--- config.mk ---
export PLATFORM = sky130hd
export DESIGN_NAME = axi_default_slave
export DESIGN_NICKNAME = d
export VERILOG_FILES = /design/src/rtl/axi_pkg.sv /design/src/rtl/axi_default_slave.sv
export SDC_FILE = /design/constraint.sdc
export NUM_CORES = 1
export LEC_CHECK = 0
export BUFFER_PORTS_ARGS = -buffer_cell sky130_fd_sc_hd__buf_2
export CAP_MARGIN = 0
export CELL_PAD_IN_SITES_DETAIL_PLACEMENT = 1
export CELL_PAD_IN_SITES_GLOBAL_PLACEMENT = 2
export CORE_UTILIZATION = 21
export DETAILED_ROUTE_END_ITERATION = 6
export GPL_ROUTABILITY_DRIVEN = 0
export PLACE_DENSITY = 0.81
export SLEW_MARGIN = 5
export SYNTH_ARGS = -nofsm -noshare
export SYNTH_HDL_FRONTEND = slang
export SYNTH_SLANG_ARGS = --single-unit
--- constraint.sdc ---
create_clock -name clk -period 2.15 [get_ports clk]
set_clock_uncertainty 0.1 [all_clocks]
set_input_delay 0.43 -clock clk [delete_from_list [all_inputs] [get_ports clk]]
set_output_delay 0.43 -clock clk [all_outputs]
set_load 0.02 [all_outputs]
--- src/rtl/axi_pkg.sv ---
// ---------------------------------------------------------------------------
// axi_pkg
// Shared AXI definitions for the crossbar (arbiter, decoder, default slave).
//   - Response codes RESP_OKAY / RESP_DECERR
//   - Default widths for IDs, read data and burst length fields
// ---------------------------------------------------------------------------
package axi_pkg;

    localparam logic [1:0] RESP_OKAY   = 2'b00;
    localparam logic [1:0] RESP_DECERR = 2'b11;

    localparam int AXI_ID_W   = 8;
    localparam int AXI_DATA_W = 32;
    localparam int AXI_LEN_W  = 4;

endpackage : axi_pkg

--- src/rtl/axi_default_slave.sv ---
// ---------------------------------------------------------------------------
// axi_default_slave
// Terminating slave for addresses that match no mapped slave. Handles one
// transaction at a time and completes it with DECERR:
//   - reads return ARLEN+1 zero-data beats, RLAST on the final one
//   - writes drain W beats until WLAST, then return a single B response
//
// Ports
//   clk, rst                       clock, synchronous active-high reset
//   ARID/ARLEN/ARVALID/ARREADY     read address channel
//   RID/RDATA/RRESP/RLAST/RVALID/RREADY   read data channel
//   AWID/AWLEN/AWVALID/AWREADY     write address channel
//   WLAST/WVALID/WREADY            write data channel (data is discarded)
//   BID/BRESP/BVALID/BREADY        write response channel
//   err_cnt                        saturating count of accepted AR/AW
//                                  handshakes, only when the macro
//                                  DEFAULT_SLAVE_ERRCNT_EN is defined
// ---------------------------------------------------------------------------
module axi_default_slave
    import axi_pkg::*;
#(
    parameter int ID_W   = AXI_ID_W,
    parameter int DATA_W = AXI_DATA_W,
    parameter int LEN_W  = AXI_LEN_W
) (
    input  logic              clk,
    input  logic              rst,
    // read address
    input  logic [ID_W-1:0]   ARID,
    input  logic [LEN_W-1:0]  ARLEN,
    input  logic              ARVALID,
    output logic              ARREADY,
    // read data
    output logic [ID_W-1:0]   RID,
    output logic [DATA_W-1:0] RDATA,
    output logic [1:0]        RRESP,
    output logic              RLAST,
    output logic              RVALID,
    input  logic              RREADY,
    // write address
    input  logic [ID_W-1:0]   AWID,
    input  logic [LEN_W-1:0]  AWLEN,
    input  logic              AWVALID,
    output logic              AWREADY,
    // write data
    input  logic              WLAST,
    input  logic              WVALID,
    output logic              WREADY,
    // write response
    output logic [ID_W-1:0]   BID,
    output logic [1:0]        BRESP,
    output logic              BVALID,
    input  logic              BREADY
`ifdef DEFAULT_SLAVE_ERRCNT_EN
    ,
    output logic [15:0]       err_cnt
`endif
);

    typedef enum logic [1:0] {
        IDLE     = 2'd0,
        RDATA_ST = 2'd1,
        WDATA_ST = 2'd2,
        BRESP_ST = 2'd3
    } state_t;

    state_t           state_reg, state_next;
    logic [LEN_W-1:0] beat_cnt_reg, beat_cnt_next;
    logic [ID_W-1:0]  rid_reg, rid_next;
    logic [ID_W-1:0]  bid_reg, bid_next;

    logic ar_hs;
    logic aw_hs;

    // Read has priority over a simultaneous write request; both readies are
    // held low during reset so nothing is accepted while rst is asserted.
    assign ARREADY = (state_reg == IDLE) && !rst;
    assign AWREADY = (state_reg == IDLE) && !rst && !ARVALID;

    assign ar_hs = ARVALID && ARREADY;
    assign aw_hs = AWVALID && AWREADY;

    assign RVALID = (state_reg == RDATA_ST);
    assign RLAST  = RVALID && (beat_cnt_reg == '0);
    assign RID    = rid_reg;
    assign RDATA  = '0;
    assign RRESP  = RESP_DECERR;

    assign WREADY = (state_reg == WDATA_ST);

    assign BVALID = (state_reg == BRESP_ST);
    assign BID    = bid_reg;
    assign BRESP  = RESP_DECERR;

    always_comb begin
        state_next    = state_reg;
        beat_cnt_next = beat_cnt_reg;
        rid_next      = rid_reg;
        bid_next      = bid_reg;
        case (state_reg)
            IDLE: begin
                if (ar_hs) begin
                    rid_next      = ARID;
                    beat_cnt_next = ARLEN;
                    state_next    = RDATA_ST;
                end else if (aw_hs) begin
                    // AWLEN is kept in the beat counter for visibility only;
                    // WLAST alone ends the write burst.
                    bid_next      = AWID;
                    beat_cnt_next = AWLEN;
                    state_next    = WDATA_ST;
                end
            end
            RDATA_ST: begin
                if (RREADY) begin
                    if (beat_cnt_reg == '0) begin
                        state_next = IDLE;
                    end else begin
                        beat_cnt_next = beat_cnt_reg - LEN_W'(1);
                    end
                end
            end
            WDATA_ST: begin
                if (WVALID) begin
                    if (beat_cnt_reg != '0) begin
                        beat_cnt_next = beat_cnt_reg - LEN_W'(1);
                    end
                    if (WLAST) begin
                        state_next = BRESP_ST;
                    end
                end
            end
            BRESP_ST: begin
                if (BREADY) begin
                    state_next = IDLE;
                end
            end
            default: state_next = IDLE;
        endcase
    end

    always_ff @(posedge clk) begin
        if (rst) begin
            state_reg    <= IDLE;
            beat_cnt_reg <= '0;
            rid_reg      <= '0;
            bid_reg      <= '0;
        end else begin
            state_reg    <= state_next;
            beat_cnt_reg <= beat_cnt_next;
            rid_reg      <= rid_next;
            bid_reg      <= bid_next;
        end
    end

`ifdef DEFAULT_SLAVE_ERRCNT_EN
    logic [15:0] err_cnt_reg;

    always_ff @(posedge clk) begin
        if (rst) begin
            err_cnt_reg <= '0;
        end else if ((ar_hs || aw_hs) && (err_cnt_reg != 16'hFFFF)) begin
            err_cnt_reg <= err_cnt_reg + 16'd1;
        end
    end

    assign err_cnt = err_cnt_reg;
`endif

endmodule : axi_default_slave
==> impl_metrics.ini <==
[drt]
wl_per_cell_um = 11.53
avgViaCountPerCell = 3.933
vias = 1168
drc_errors = 0
ant_nets = 0
drtIter0Drc = 47
wirelength_um = 3424
drt_first_pass_iters = 5

[yosys]
ys_ff_latch = 22
ys_seq_area_frac = 0.3203
ys_types = 26
ys_warn_count = 0
syn_area_um2 = 1375
syn_area_per_cell_um2 = 8.284
syn_inst = 166

[floorplanning]
dieWidth_um = 82.92
start_util = 0.2166
core_area_um2 = 6350
ios = 90
dieArea_um2 = 6876
die_h_um = 82.92
num_rows = 29

[power_and_ir_drop]
p_leak_nw = 0.8551
clkPwrFrac = 0.156
ir_drop_mv = 0.3458
cellInternalPower_w = 0.0009273
p_sw_w = 0.0006581
switching_share = 0.4151
powerDensity_nw_per_um2 = 947.7
pwr-share-seq = 0.342
combinationalPowerShare = 0.502

[cts]
h-tree-depth = 1
clock_sinks = 22
cts_buffer_depth = 2
clk_pin_slew_worst_paths_ps = 80
clk_latency_ps = 250
clockRootBuffer = clkbuf_8
hold_buffers = 0
numCtsBuffers = 3
cts_tree = done

[worst_setup_path]
path_max_fanout = 7
critical_path_arrival_ps = 2130
critical_path_class = reg2reg
slowest_delay_ps = 370
worstPathRequired_ps = 2240
worstSetupEndpointType = flop
cp-start-kind = flop
path_cells = inv_1, ha_2, a222oi_1, buf_4, o211ai_1, a211o_1, a21oi_1
worst_path_max_delay_cell = dfxtp_1

[placement]
hpwlAfterDp_um = 2741
place_ws_ps = -40.43
portBuffers = 53

[global_routing]
grt_pass1_vias = 1117
grt_overflow = 0
grt_max_degree = 26
grt_usage = 0.09737
antenna_found_initial = 0
grt_pass1_wl_um = 5464

[run]
cap_violations = 0

[cells_and_area]
mostFrequentLayoutCells = buf_2 (53), conb_1 (36), dfxtp_1 (22)
antenna_cells = 0
area_growth_pct = 21.66
drive_gt1_frac = 0.3045
nets = 260
final_util = 0.2634
mostFrequentLayoutCell = buf_2

[hold_path]
holdCritPathClass = in2reg

[timing]
rsz0062_at_grt = no
fin_crit_ps = 2040
finalSetupTns_ps = 0
setup_violations = 0
worst_slack_ps = 110.2
final_max_slew_viol_count = 0
hold_viol_final = 0
post-route-period-util = 0.9487
max_freq_mhz = 490.2

[run_status]
outcome = complete, no violations
-- layout make-up --
| type | count | area [um2] |
|---|---|---|
| fillers | 776 | 4677 |
| multi-input cells | 129 | 762.0 |
| flip-flops and latches | 22 | 440.4 |
| well taps | 77 | 96.34 |
| clock buffers | 3 | 41.29 |
| repair buffers | 58 | 302.8 |
| inverters | 8 | 30.03 |
-- kinds of logic after synthesis --
family	count (synthesis)	synth area share
AND/OR/NAND/NOR	56	0.2084
flip-flops	22	0.3203
multiplexers	11	0.08008
other	2	0.005462
adder cells (fa/ha/maj)	6	0.05459
buffers and inverters	49	0.2339
AO/OA/AOI/OAI	20	0.09737
-- worst paths after layout --
check                       startpoint  depth (start not counted)                           end  slack [ps]
max          state_reg[0]$_SDFFE_PP0P_                          7  beat_cnt_reg[1]$_SDFFE_PP0P_         110
min reg2reg        RID[0]$_SDFFE_PP0P_                          2           RID[0]$_SDFFE_PP0P_         370
min                            ARID[6]                          3           RID[6]$_SDFFE_PP0P_         250
max reg2reg  state_reg[0]$_SDFFE_PP0P_                          7  beat_cnt_reg[1]$_SDFFE_PP0P_         110
-- critical path: cells and delay by family (launching register included) --
family                     cells  cell delay [ps]
AOI/OAI and AO/OA              4              980
DFF                            1              370
buffers and inverters          2              300
adders and majority gates      1              230
-- synthesized netlist by cell type --
master     number  area share
a211o_1         2       0.013
a211oi_1        3       0.016
a21oi_1         4       0.015
a222oi_1        1      0.0073
a32oi_1         1      0.0064
and2_1          4       0.018
buf_2           2      0.0073
buf_4          36        0.20
clkbuf_1        3      0.0082
conb_1          2      0.0055
dfxtp_1        22        0.32
ha_1            6       0.055
inv_1           8       0.022
mux2i_1        11       0.080
nand2_1        19       0.052
nand2b_1        5       0.023
nand3b_1       11       0.060
nor2_1         12       0.033
nor2b_1         3       0.014
nor3_1          1      0.0036
nor3b_1         1      0.0055
o2111ai_1       1      0.0064
o211ai_1        1      0.0055
o21ai_0         5       0.018
o21bai_1        1      0.0055
o22ai_1         1      0.0046
-- what timing repair did --
action	in CTS	in global routing
resized for setup	0	4
buffers inserted	1	0
pin swaps	1	1
endpoints found under the setup margin	4	6
gates cloned	0	0
hold endpoints to repair	0	0
-- routing by layer --
metal | routed length (um) | track usage | share of wire
met1 | 1516 | 0.1205 | 0.44
met4 | 15 | 0.01881 | 0.0044
met2 | 1682 | 0.1706 | 0.49
met3 | 209 | 0.02485 | 0.061
met5 | 0 | 0 | 0
-- stage by stage --
| stage | std cells | total power, W | instance area (um2) | hold WS [ps] |
|---|---|---|---|---|
| global placement | 293 | 0.001294 | 1608 | 361.1 |
| CTS | 297 | 0.001586 | 1657 | 246.5 |
| detailed placement | 293 | 0.001316 | 1608 | 362.1 |
| global route | 297 | 0.001714 | 1673 | 247.1 |
| finish | 297 | 0.001585 | 1673 | 254.0 |
| floorplan | 200 | 0.001144 | 1508 | 350.0 |
-- power by group through the flow --
stage / Sequential [W] / Combinational (W) / Clock [W]
4_1_cts: 0.000543 / 0.000778 / 0.000265
2_1_floorplan: 0.000584 / 0.000560 / 0
6_report: 0.000542 / 0.000796 / 0.000248
5_1_grt: 0.000555 / 0.000878 / 0.000281
3_3_place_gp: 0.000550 / 0.000744 / 0
3_5_place_dp: 0.000551 / 0.000765 / 0
No activity file was read; power rests on OpenSTA's default activity.
